==> config.mk <==
export PLATFORM = sky130hd
export DESIGN_NAME = contador_m_ud
export DESIGN_NICKNAME = d
export VERILOG_FILES = /design/src/rtl/contador_m_ud.sv
export SDC_FILE = /design/constraint.sdc
export NUM_CORES = 1
export LEC_CHECK = 0
export ABC_CLOCK_PERIOD_IN_PS = 3200
export BUFFER_PORTS_ARGS = -buffer_cell sky130_fd_sc_hd__buf_4
export CELL_PAD_IN_SITES_DETAIL_PLACEMENT = 1
export CELL_PAD_IN_SITES_GLOBAL_PLACEMENT = 1
export CORE_ASPECT_RATIO = 1.25
export CORE_MARGIN = 2
export CORE_UTILIZATION = 28
export DETAILED_ROUTE_END_ITERATION = 16
export GPL_ROUTABILITY_DRIVEN = 0
export GPL_TIMING_DRIVEN = 0
export PLACE_DENSITY = 0.69
export SYNTH_ARGS = -nofsm -noshare
export SYNTH_HDL_FRONTEND = slang
export SYNTH_SLANG_ARGS = --single-unit
==> constraint.sdc <==
create_clock -name clock -period 3.2 [get_ports clock]
set_input_delay 0.8 -clock clock [delete_from_list [all_inputs] [get_ports clock]]
set_output_delay 0.8 -clock clock [all_outputs]
set_load 0.02 [all_outputs]
==> src/rtl/contador_m_ud.sv <==
// Mod-M up/down counter with clamped load, optional saturation, cascade enable and wrap-event count.
// Q, volta and voltas update one edge after their inputs; fim/meio/rco are combinational on Q and controls.
module contador_m_ud #(
  parameter int M      = 100,
  parameter int N      = 7,
  parameter int SATURA = 0,
  parameter int NV     = 8
) (
  input  logic          clock,
  input  logic          zera_as,
  input  logic          zera_s,
  input  logic          carrega,
  input  logic [N-1:0]  D,
  input  logic          conta,
  input  logic          sobe,
  output logic [N-1:0]  Q,
  output logic          fim,
  output logic          meio,
  output logic          rco,
  output logic          volta,
  output logic [NV-1:0] voltas
);

  localparam logic [N-1:0] Q_MAX   = N'(M - 1);
  localparam logic [N-1:0] Q_MEIO  = N'(M / 2);
  localparam bit           WRAP_EN = (SATURA == 0);

  logic [N-1:0] q_nxt;
  logic         wrap;

  always_comb begin
    q_nxt = Q;
    wrap  = 1'b0;
    if (zera_s) begin
      q_nxt = '0;
    end else if (carrega) begin
      q_nxt = (D > Q_MAX) ? Q_MAX : D;
    end else if (conta) begin
      if (sobe) begin
        // >= keeps Q inside 0..M-1 even if it were somehow out of range
        if (Q < Q_MAX) begin
          q_nxt = Q + N'(1);
        end else if (WRAP_EN) begin
          q_nxt = '0;
          wrap  = 1'b1;
        end else begin
          q_nxt = Q_MAX;
        end
      end else begin
        if (Q != '0) begin
          q_nxt = (Q > Q_MAX) ? Q_MAX : Q - N'(1);
        end else if (WRAP_EN) begin
          q_nxt = Q_MAX;
          wrap  = 1'b1;
        end
      end
    end
  end

  always_ff @(posedge clock or posedge zera_as) begin
    if (zera_as) begin
      Q      <= '0;
      volta  <= 1'b0;
      voltas <= '0;
    end else begin
      Q     <= q_nxt;
      volta <= wrap;
      if (zera_s) begin
        voltas <= '0;
      end else if (wrap) begin
        voltas <= voltas + NV'(1);
      end
    end
  end

  assign fim  = sobe ? (Q == Q_MAX) : (Q == '0);
  assign meio = (Q == Q_MEIO);
  // Masked on clear/load so a downstream stage only advances when this one actually counts.
  assign rco  = conta & fim & ~zera_s & ~carrega;

endmodule

* Word level (Yosys, flattened, before mapping) *
Cells that the tools add are included.

word-level totals
  logic and storage cells = 37
  output and inout bits = 19
  bits in registers = 16

operators by class
  reduce and logical (&&, ||, !) cells = 4
  order comparisons = 3
  add/sub/neg operators = 3
  equal/unequal tests = 2
  bitwise gates (word level) = 5
  mux-type cells = 17

operator list
  operator                                           count
  two-way mux 7 bit                                  8
  two-way mux 8 bit                                  2
  > comparator 7 bit (second input constant)         2
  adder 8 x 1 -> 8 bit (second input constant)       1
  adder 7 x 1 -> 7 bit (second input constant)       1
  == test 7 x 6 -> 1 bit (second input constant)     1
  == test 7 bit (second input constant)              1
  logical NOT 7 bit                                  1
  < comparator 7 bit (second input constant)         1
  two-way mux 1 bit                                  7
  nonzero test 7 bit                                 1
  subtractor 7 x 1 -> 7 bit (second input constant)  1
  bitwise AND 1 bit                                  3
  nonzero test 3 bit                                 1
  inverter 1 bit                                     2
  nonzero test 2 bit                                 1

* Longest topological paths before layout *
Gate-level depths: netlist of the first run.

  depth in word-level cells = 8
  mapped depth = 8
  depth with buffers taken out = 6

* Worst setup path after synthesis of the first run *
No wires, ideal clock.

  path kind = register -> output
  start point = register Q[0]
  end point = output rco
  stages on the path, launching flop included = 7
  data arrival time = 2.227 ns
  slack = 0.173 ns
  path through = dfrtp_1 > clkbuf_1 > inv_1 > ha_1 > or4b_4 > a21boi_0 > nor4_1

between the ends
  cells in the longest elaborated chain, start to end = 5

ends and longest elaborated chain
  what                                                RTL line  RTL
  start: declaration                                  16        output logic [N-1:0] Q,
  start signal: assignment                            66        Q <= q_nxt;
  == test 7 bit or logical NOT 7 bit (tied branches)  76        assign fim = sobe ? (Q == Q_MAX) : (Q == '0);
  two-way mux 1 bit (*)                               76
  bitwise AND 1 bit (*) (3 in a row)                  79        assign rco = conta & fim & ~zera_s & ~carrega;
  end: declaration                                    19        output logic rco,

Every way passes the cells marked *; elsewhere a longest branch is shown, timed or not.

* Worst setup path after layout of the first run *
Ends and elaborated chain as after synthesis.

==> impl_results.md, run 1 <==
- Initial antenna violation count: 0
- GRT Total Usage: 17.21%
- Layout Nets: 218
- Top FF cell, synth: dfrtp_1
- Drt via density: 5.857
- Die area: 5477 sq um
- Site row count: 28
- Root Buffer: clkbuf_8
- Post-DP HPWL: 3399 microns
- CP arrival: 2200 ps
- Largest area contributor in the netlist: dfrtp_1
- Fill cell count: 606
- Synth area leaders: dfrtp_1 (29%), ha_1 (4.6%), a21oi_1 (4.0%), nand3_1 (3.3%), o21ai_0 (3.3%)
- CTS Hold Bufs: 0
- Drt drc: 0
- Drt wl/cell: 17.08 microns
- Clock Pin Slew Worst Setup and Hold Paths: 70 ps
- Worst-Margin Slew: 737.2 ps
- Initial DRC Count: 46
- Placed cell areas: 1672 sq um
- Clock Sinks: 16
- Core box area: 4730 sq um
- Yosys reg bits: 16
- Syn Nets: 185
- Cells after Synth: 167
- Min-Delay Startpoint: voltas[7]
- Clk_lat worst skew: 250 ps
- Max Root-Sink Buffers: 2
- Post-synth top area share: 29.20%
- Unique masters post-synth: 51
- Die Y: 82.25 microns
- Max-slew violation count: 0
- Async S/R FF share, synth: 100.0%
- CTS tree: built
- Vias in the first global route: 1468
- Fraction of layout cells with a size suffix above 1: 24.75%
- Cell leakage power: 0.0007147 uW
- CP startpoint kind: register
- Top post-synthesis cells by count: dfrtp_1 (16), a21oi_1 (11), nand2_1 (9), nand3_1 (9), o21ai_0 (9)
- Post-synthesis sequential area ratio: 29.20%
- RSZ-0062 raised after global routing: no
- Design Area, Final: 1714 sq um
- Reg2reg start: Q[0]
- Crit-path max FO: 14
- Overall power: 587.7 uW
- Die width: 66.60 microns
- Status: complete, no violations
- PortBufs: 30
- Starting Density: 28.99%
- Total negative slack: 0 ps
- Max Cap Viol: 0
- Total Routed Length: 4407 microns
- # setup viols final: 0
- Antenna cells: 0
- Hold Path Class: register to register
- TritonRoute pass-1 iters: 4
- Routed vias: 1511
- Grt ovf: 0
- Final hold violation count: 0
- Cell Area, Synth: 1371 sq um
- Fmax: 0.3336 GHz
- Pwr Density: 342.9 nW/um^2
- Yosys warning total: 0
- Crit end category: output pin
- Area growth syn-to-layout: 25.00%
- Crit path launch: Q[0]
- Final ANT Viol Nets: 0
- Fin Clk Skew: 1.181 ps
- I/O pins: 32
- EDFF count, synth: 0
- CP Data Required Time: 2400 ps
- Crit path time final: 2997 ps
- Tightest hold margin: 559.0 ps
- Tcrit/Tclk final: 93.66%
- Num CTS Buffers: 3
- Slew HR: 49.58%
- CP Class: register to output pin
- Avg Cell Area, Syn: 8.211 sq um
- First-pass GRT wire length: 7182 microns
- H-tree Lvls: 1
- Worst-case vdd ir drop: 143.5 uV
- Count leader, synth: dfrtp_1
- R2R setup slack: 640 ps
- Largest net degree at the start of global routing: 17
-- what timing repair did --
| action | in CTS | in global routing |
|---|---|---|
| buffers inserted | 0 | 0 |
| pin swaps | 1 | 1 |
| setup endpoints to repair | 1 | 1 |
| resized for setup | 2 | 1 |
| cloned | 0 | 0 |
-- logic make-up after synthesis --
logic type / synth area share, %
flops: 29.20
simple gates: 28.65
fa+ha+maj: 4.562
compound gates: 27.19
mux: 2.372
buf+inv: 8.029
-- report_power, final --
group	switching [uW]	internal, uW	total [uW]	leakage (uW)
sequential	17.9	211	229	0.000215
clock	78.9	83.7	163	0.0000216
combinational	117	79.1	196	0.000478
total	214	374	588	0.000715
-- through the flow --
stage	cells	worst slack, ps	util [%]
6_report	258	202.8	36.24
5_1_grt	258	57.37	36.24
4_1_cts	258	21.79	36.11
3_5_place_dp	257	173.6	35.34
3_3_place_gp	257	141.9	35.34
2_1_floorplan	167	172.9	-
-- final cells by class --
type	count	area (sq um)	area share, %
flip-flops and latches	16	402.9	23.50
clock buffers	3	41.29	2.409
plain buffers	12	72.57	4.234
multi-input cells	129	867.1	50.58
repair buffers	30	225.2	13.14
inverters	8	30.03	1.752
well taps	60	75.07	4.380
-- per-layer routing --
| metal | up-vias | track usage, % | part of all wire (%) |
|---|---|---|---|
| met4 | 0 | 7.755 | 2.6 |
| met3 | 8 | 2.168 | 2.9 |
| met5 | - | 0 | 0 |
| met1 | 763 | 20.55 | 44 |
| li1 | 708 | - | - |
| met2 | 32 | 30.60 | 50 |
-- flip-flops by register name (all words and copies together), names as in the netlist --
signal / flops
Q: 7
volta: 1
voltas: 8
-- path summary, 6_finish.rpt --
path                             end  cells past startpoint
setup / recovery                 rco                      6
hold / removal             voltas[7]                      2
setup reg to reg           voltas[6]                      7
hold reg to reg            voltas[7]                      2
max in group asynchronous       Q[0]                      2
min in group asynchronous      volta                      2
-- critical path, stage by stage, from the launching register on --
cell	delay, ps
dfrtp_2	500
inv_1	180
ha_1	200
or4b_4	510
a21boi_0	180
nor4_2	190
buf_4	190
-- layout by cell type (no fill, tap or decap), types with 2 or more instances in the layout --
master and instances:
or4_1 3, buf_6 2, inv_1 8, a31oi_1 4, clkbuf_8 3, nor3_1 5, nand3_1 9, ha_1 5
a32oi_1 2, clkbuf_1 6, nand4_1 3, a311oi_1 2, nand2b_1 2, nor3b_1 3, a21oi_1 11, o31ai_1 5
nor4_2 2, o22ai_1 2, a221o_1 2, nor2b_1 5, a21o_1 3, dfrtp_1 14, o21ai_0 9, a22oi_1 2
or3_1 3, o221ai_1 2, buf_4 33, nand2_1 9, or2_2 2, dfrtp_2 2, nor2_1 8, a2111oi_0 2
nor4_1 5
(Power assumes the default switching activity.)
==> run 2: changes to the inputs <==
==> constraint.sdc (replaced) <==
create_clock -name clock -period 3.2 [get_ports clock]
set_input_delay 0.64 -clock clock [delete_from_list [all_inputs] [get_ports clock]]
set_output_delay 0.64 -clock clock [all_outputs]
set_load 0.02 [all_outputs]
==> run 2 against run 1 <==
Wire length fell by 0.23%. Clock power hardly changed. First-iteration DRC count decreased by 22%. Sequential power is essentially flat. Via count shrank 0.26%. Register-to-register slack got worse by 80 ps. Utilization fell by 0.053 points. Critical path type unchanged. Highest routed layer unchanged.
==> impl_results.md, run 2 (synthesis results as in run 1) <==
- Setup Fix Bufs, Post-CTS: 0
- PortBufs: 30
- CP Data Required Time: 2560 ps
- CP arrival: 2270 ps
- Site row count: 28
- Internal power: 373.4 uW
- TritonRoute pass-1 iters: 4
- Die area: 5477 sq um
- Total negative slack: 0 ps
- Pwr Density: 341.7 nW/um^2
- Layout Nets: 218
- Max stage delay on crit path: 540 ps
- Max-slew violation count: 0
- Largest registers: voltas x8, Q x7, volta x1
- Drt via density: 5.841
- Critical path's slowest cell: dfrtp_1
- CP startpoint kind: register
- Num CTS Buffers: 3
- Crit end category: output pin
- Total Routed Length: 4397 microns
- Hold Path Class: input pin to async pin
- Clock Pin Slew Worst Setup and Hold Paths: 70 ps
- Grt ovf: 0
- Crit path cell chain: inv_1 -> ha_1 -> or4b_4 -> a21boi_0 -> nor4_2 -> buf_4
- Crit-path max FO: 14
- Final ANT Viol Nets: 0
- CP Class: register to output pin
- Switch share: 36.15%
- Initial DRC Count: 36
- Sw Pwr: 211.5 uW
- Vias in the first global route: 1487
- # setup viols final: 0
- Root Buffer: clkbuf_8
- Worst-case vdd ir drop: 143.5 uV
- Max Root-Sink Buffers: 2
- Placed cell areas: 1672 sq um
- Die Y: 82.25 microns
- Design Area, Final: 1712 sq um
- Drt drc: 0
- Antenna cells: 0
- Clock Sinks: 16
- Drt wl/cell: 17.04 microns
- Final hold violation count: 0
- Inst Count DP: 257
- Final Util: 36.19%
- RSZ-0062 raised after global routing: no
- H-tree Lvls: 1
- Gate power share: 33.5%
- GRT Total Usage: 17.50%
- Most flops, register: voltas
- First-pass GRT wire length: 7279 microns
- Fmax: 0.3432 GHz
- Largest net degree at the start of global routing: 17
- Fraction of layout cells with a size suffix above 1: 23.74%
- Initial antenna violation count: 0
- I/O pins: 32
- Starting Density: 28.99%
- CTS Hold Bufs: 0
- Max Cap Viol: 0
- Slew HR: 52.89%
- Sequential share of power: 39.0%
- Commonest non-fill, non-tap cells in the layout: buf_4 (33), dfrtp_1 (16), a21oi_1 (11)
- Crit path time final: 2913 ps
- Routed vias: 1507
- Tcrit/Tclk final: 91.04%
- Overall power: 584.9 uW
- CTS tree: built
- Status: complete, no violations
- Clk_lat worst skew: 250 ps
- WP buf/inv: 2
- Clock share of power: 27.5%
- Die width: 66.60 microns
- Core box area: 4730 sq um
- Fin Clk Skew: 2.690 ps
- Worst-Margin Slew: 688.8 ps
- Cell leakage power: 0.0007171 uW
- Area growth syn-to-layout: 24.82%
- Final std cells w/o fill: 258
- Post-DP HPWL: 3399 microns
- Max reg flops: 8
- Commonest non-fill, non-tap cell in the layout: buf_4
- Post-cts sizing count: 0
- Largest delay contributor family on the critical path: simple AND/OR/NAND/NOR gates
## run 2: cell counts in the layout (fill, tap and decap cells not counted)
No cell type changed its count.
## run 2: stage by stage
stage	hold WS [ps]	setup WS (ps)
finish	498.1	286.6
floorplan	553.7	332.9
detailed placement	557.5	333.6
global placement	543.5	301.9
CTS	533.9	54.03
global route	568.7	72.46
## run 2: worst reg2reg max path, cell delays in order, from the launching register on
cell	delay, ps
dfrtp_1	540
inv_1	230
ha_1	200
or4b_4	510
o22a_1	270
buf_6	160
nor4_2	280
mux2_1	350
## run 2: final timing paths
| kind | from | end | slack [ps] | cells after the start |
|---|---|---|---|---|
| min | zera_as | volta | 500 | 2 |
| max in group asynchronous | zera_as | Q[0] | 2250 | 2 |
| min in group clock | voltas[7] | voltas[7] | 560 | 2 |
| max reg2reg | Q[0] | voltas[6] | 560 | 7 |
| max | Q[0] | rco | 290 | 6 |
| min reg2reg | voltas[7] | voltas[7] | 560 | 2 |
## run 2: cell type report
cell class	instances	area, sq um
repair buffers	30	225.2
well taps	60	75.07
flip-flops and latches	16	400.4
clock buffers	3	41.29
fillers	604	3018
plain buffers	12	72.57
multi-input cells	129	867.1
inverters	8	30.03
## run 2: metal layers
metal | global-route usage (%) | wire [microns] | vias up
met1 | 20.90 | 1944 | 761
li1 | - | - | 707
met4 | 7.755 | 114 | 0
met2 | 31.20 | 2207 | 31
met3 | 2.168 | 130 | 8
met5 | 0 | 0 | -
## run 2: power groups by stage
stage	logic (uW)	registers (uW)	clock network, uW
detailed placement	205	225	0
global placement	203	225	0
CTS	206	221	166
finish	196	228	161
floorplan	124	233	0
global route	216	232	173
==> run 3: changes to the inputs <==
--- a/config.mk
+++ b/config.mk
@@ -16,6 +16,7 @@
 export GPL_ROUTABILITY_DRIVEN = 0
 export GPL_TIMING_DRIVEN = 0
 export PLACE_DENSITY = 0.69
+export RECOVER_POWER = 25
 export SYNTH_ARGS = -nofsm -noshare
 export SYNTH_HDL_FRONTEND = slang
 export SYNTH_SLANG_ARGS = --single-unit
==> run 3 against run 2 <==
Utilization unchanged. Design area unchanged. Cell count unchanged. Global-route usage unchanged. Clock skew unchanged. Sequential power barely moved. Register-to-register slack hardly changed. Non-clock buffer count unchanged. Via count stayed put.
==> impl_results.md, run 3 (synthesis results as in run 1) <==
- Drt via density: 5.841
- Core box area: 4730 sq um
- Worst-case vdd ir drop: 143.5 uV
- GRT Total Usage: 17.50%
- R2R setup slack: 560 ps
- Die width: 66.60 microns
- Worst r2r path cells: 7
- Final hold violation count: 0
- Placed cell areas: 1672 sq um
- CP Data Required Time: 2560 ps
- Most flops, register: voltas
- Layout Nets: 218
- Routed vias: 1507
- Clock Pin Slew Worst Setup and Hold Paths: 70 ps
- Crit end category: output pin
- Crit path time final: 2913 ps
- Die Y: 82.25 microns
- Initial DRC Count: 36
- I/O pins: 32
- Fmax: 0.3432 GHz
- Tcrit/Tclk final: 91.04%
- Initial antenna violation count: 0
- Max-slew violation count: 0
- Setup Fix Bufs, Post-CTS: 0
- Drt drc: 0
- Total Routed Length: 4396 microns
- CP startpoint kind: register
- Clk_lat worst skew: 250 ps
- Antenna cells: 0
- H-tree Lvls: 1
- Final ANT Viol Nets: 0
- # setup viols final: 0
- CTS Hold Bufs: 0
- Num CTS Buffers: 3
- PortBufs: 30
- Post-cts sizing count: 0
- Drt wl/cell: 17.04 microns
- Cell leakage power: 0.0007169 uW
- RSZ-0062 raised after global routing: no
- Fraction of layout cells with a size suffix above 1: 23.74%
- Commonest non-fill, non-tap cells in the layout: buf_4 (32), dfrtp_1 (16), a21oi_1 (11)
- Fill cell count: 604
- CP arrival: 2270 ps
- Max Cap Viol: 0
- Reg2reg start: Q[0]
- Site row count: 28
- TritonRoute pass-1 iters: 4
- Largest net degree at the start of global routing: 17
- Slew HR: 52.89%
- Grt ovf: 0
- Commonest non-fill, non-tap cell in the layout: buf_4
- Pwr Density: 341.7 nW/um^2
- CP Class: register to output pin
- Status: complete, no violations
- Design Area, Final: 1712 sq um
- Area growth syn-to-layout: 24.82%
- Root Buffer: clkbuf_8
- Vias in the first global route: 1487
- Max Root-Sink Buffers: 2
- Max reg flops: 8
- Die area: 5477 sq um
- Total negative slack: 0 ps
- First-pass GRT wire length: 7279 microns
- Overall power: 584.8 uW
- Worst-Margin Slew: 688.8 ps
- End of the worst register-to-register path: voltas[6]
- Hold Path Class: input pin to async pin
- Starting Density: 28.99%
- Crit-path max FO: 14
- Post-DP HPWL: 3399 microns
- Largest registers: voltas x8, Q x7, volta x1
- Fin Clk Skew: 2.690 ps
- Tightest hold margin: 498.7 ps
- CTS tree: built
- Clock Sinks: 16
## run 3: power by group
group	internal (uW)	switching, uW	total, uW
logic	79.0	117	196
clock network	83.7	77.3	161
registers	211	17.5	228
total	373	211	585
## run 3: per-stage QoR
step                      instances  utilization (%)  worst slack [ps]
after floorplan                 167                -             332.9
after global placement          257            35.34             301.9
after detailed placement        257            35.34             333.6
after CTS                       260            36.22             54.03
after global routing            258            36.19             72.46
final                           258            36.19             286.6
## run 3: critical path, cell delays in order, from the launching register on
cell and delay (ps):
dfrtp_1 540, inv_1 220, ha_1 200, or4b_4 510, a21boi_0 180, nor4_2 180
buf_4 190
## run 3: area by class of cell
type | count | area [sq um] | share of cell area, %
plain buffers | 12 | 72.57 | 4.240
clock buffers | 3 | 41.29 | 2.412
inverters | 8 | 30.03 | 1.754
multi-input cells | 129 | 867.1 | 50.66
flip-flops and latches | 16 | 400.4 | 23.39
well taps | 60 | 75.07 | 4.386
repair buffers | 30 | 225.2 | 13.16
## run 3: worst max-delay path by stage
stage / to / from / slack, ps / cells past startpoint
6_report: rco / Q[0] / 290 / 6
4_1_cts: rco / Q[0] / 50 / 7
3_3_place_gp: rco / Q[0] / 300 / 7
3_5_place_dp: rco / Q[0] / 330 / 7
2_1_floorplan: rco / Q[0] / 330 / 6
5_1_grt: rco / Q[0] / 70 / 6
## run 3: per-layer routing
layer / GRT usage (%) / wire (microns) / vias up
li1: - / - / 707
met1: 20.90 / 1944 / 761
met2: 31.20 / 2207 / 31
met3: 2.168 / 130 / 8
met4: 7.755 / 114 / 0
met5: 0 / 0 / -
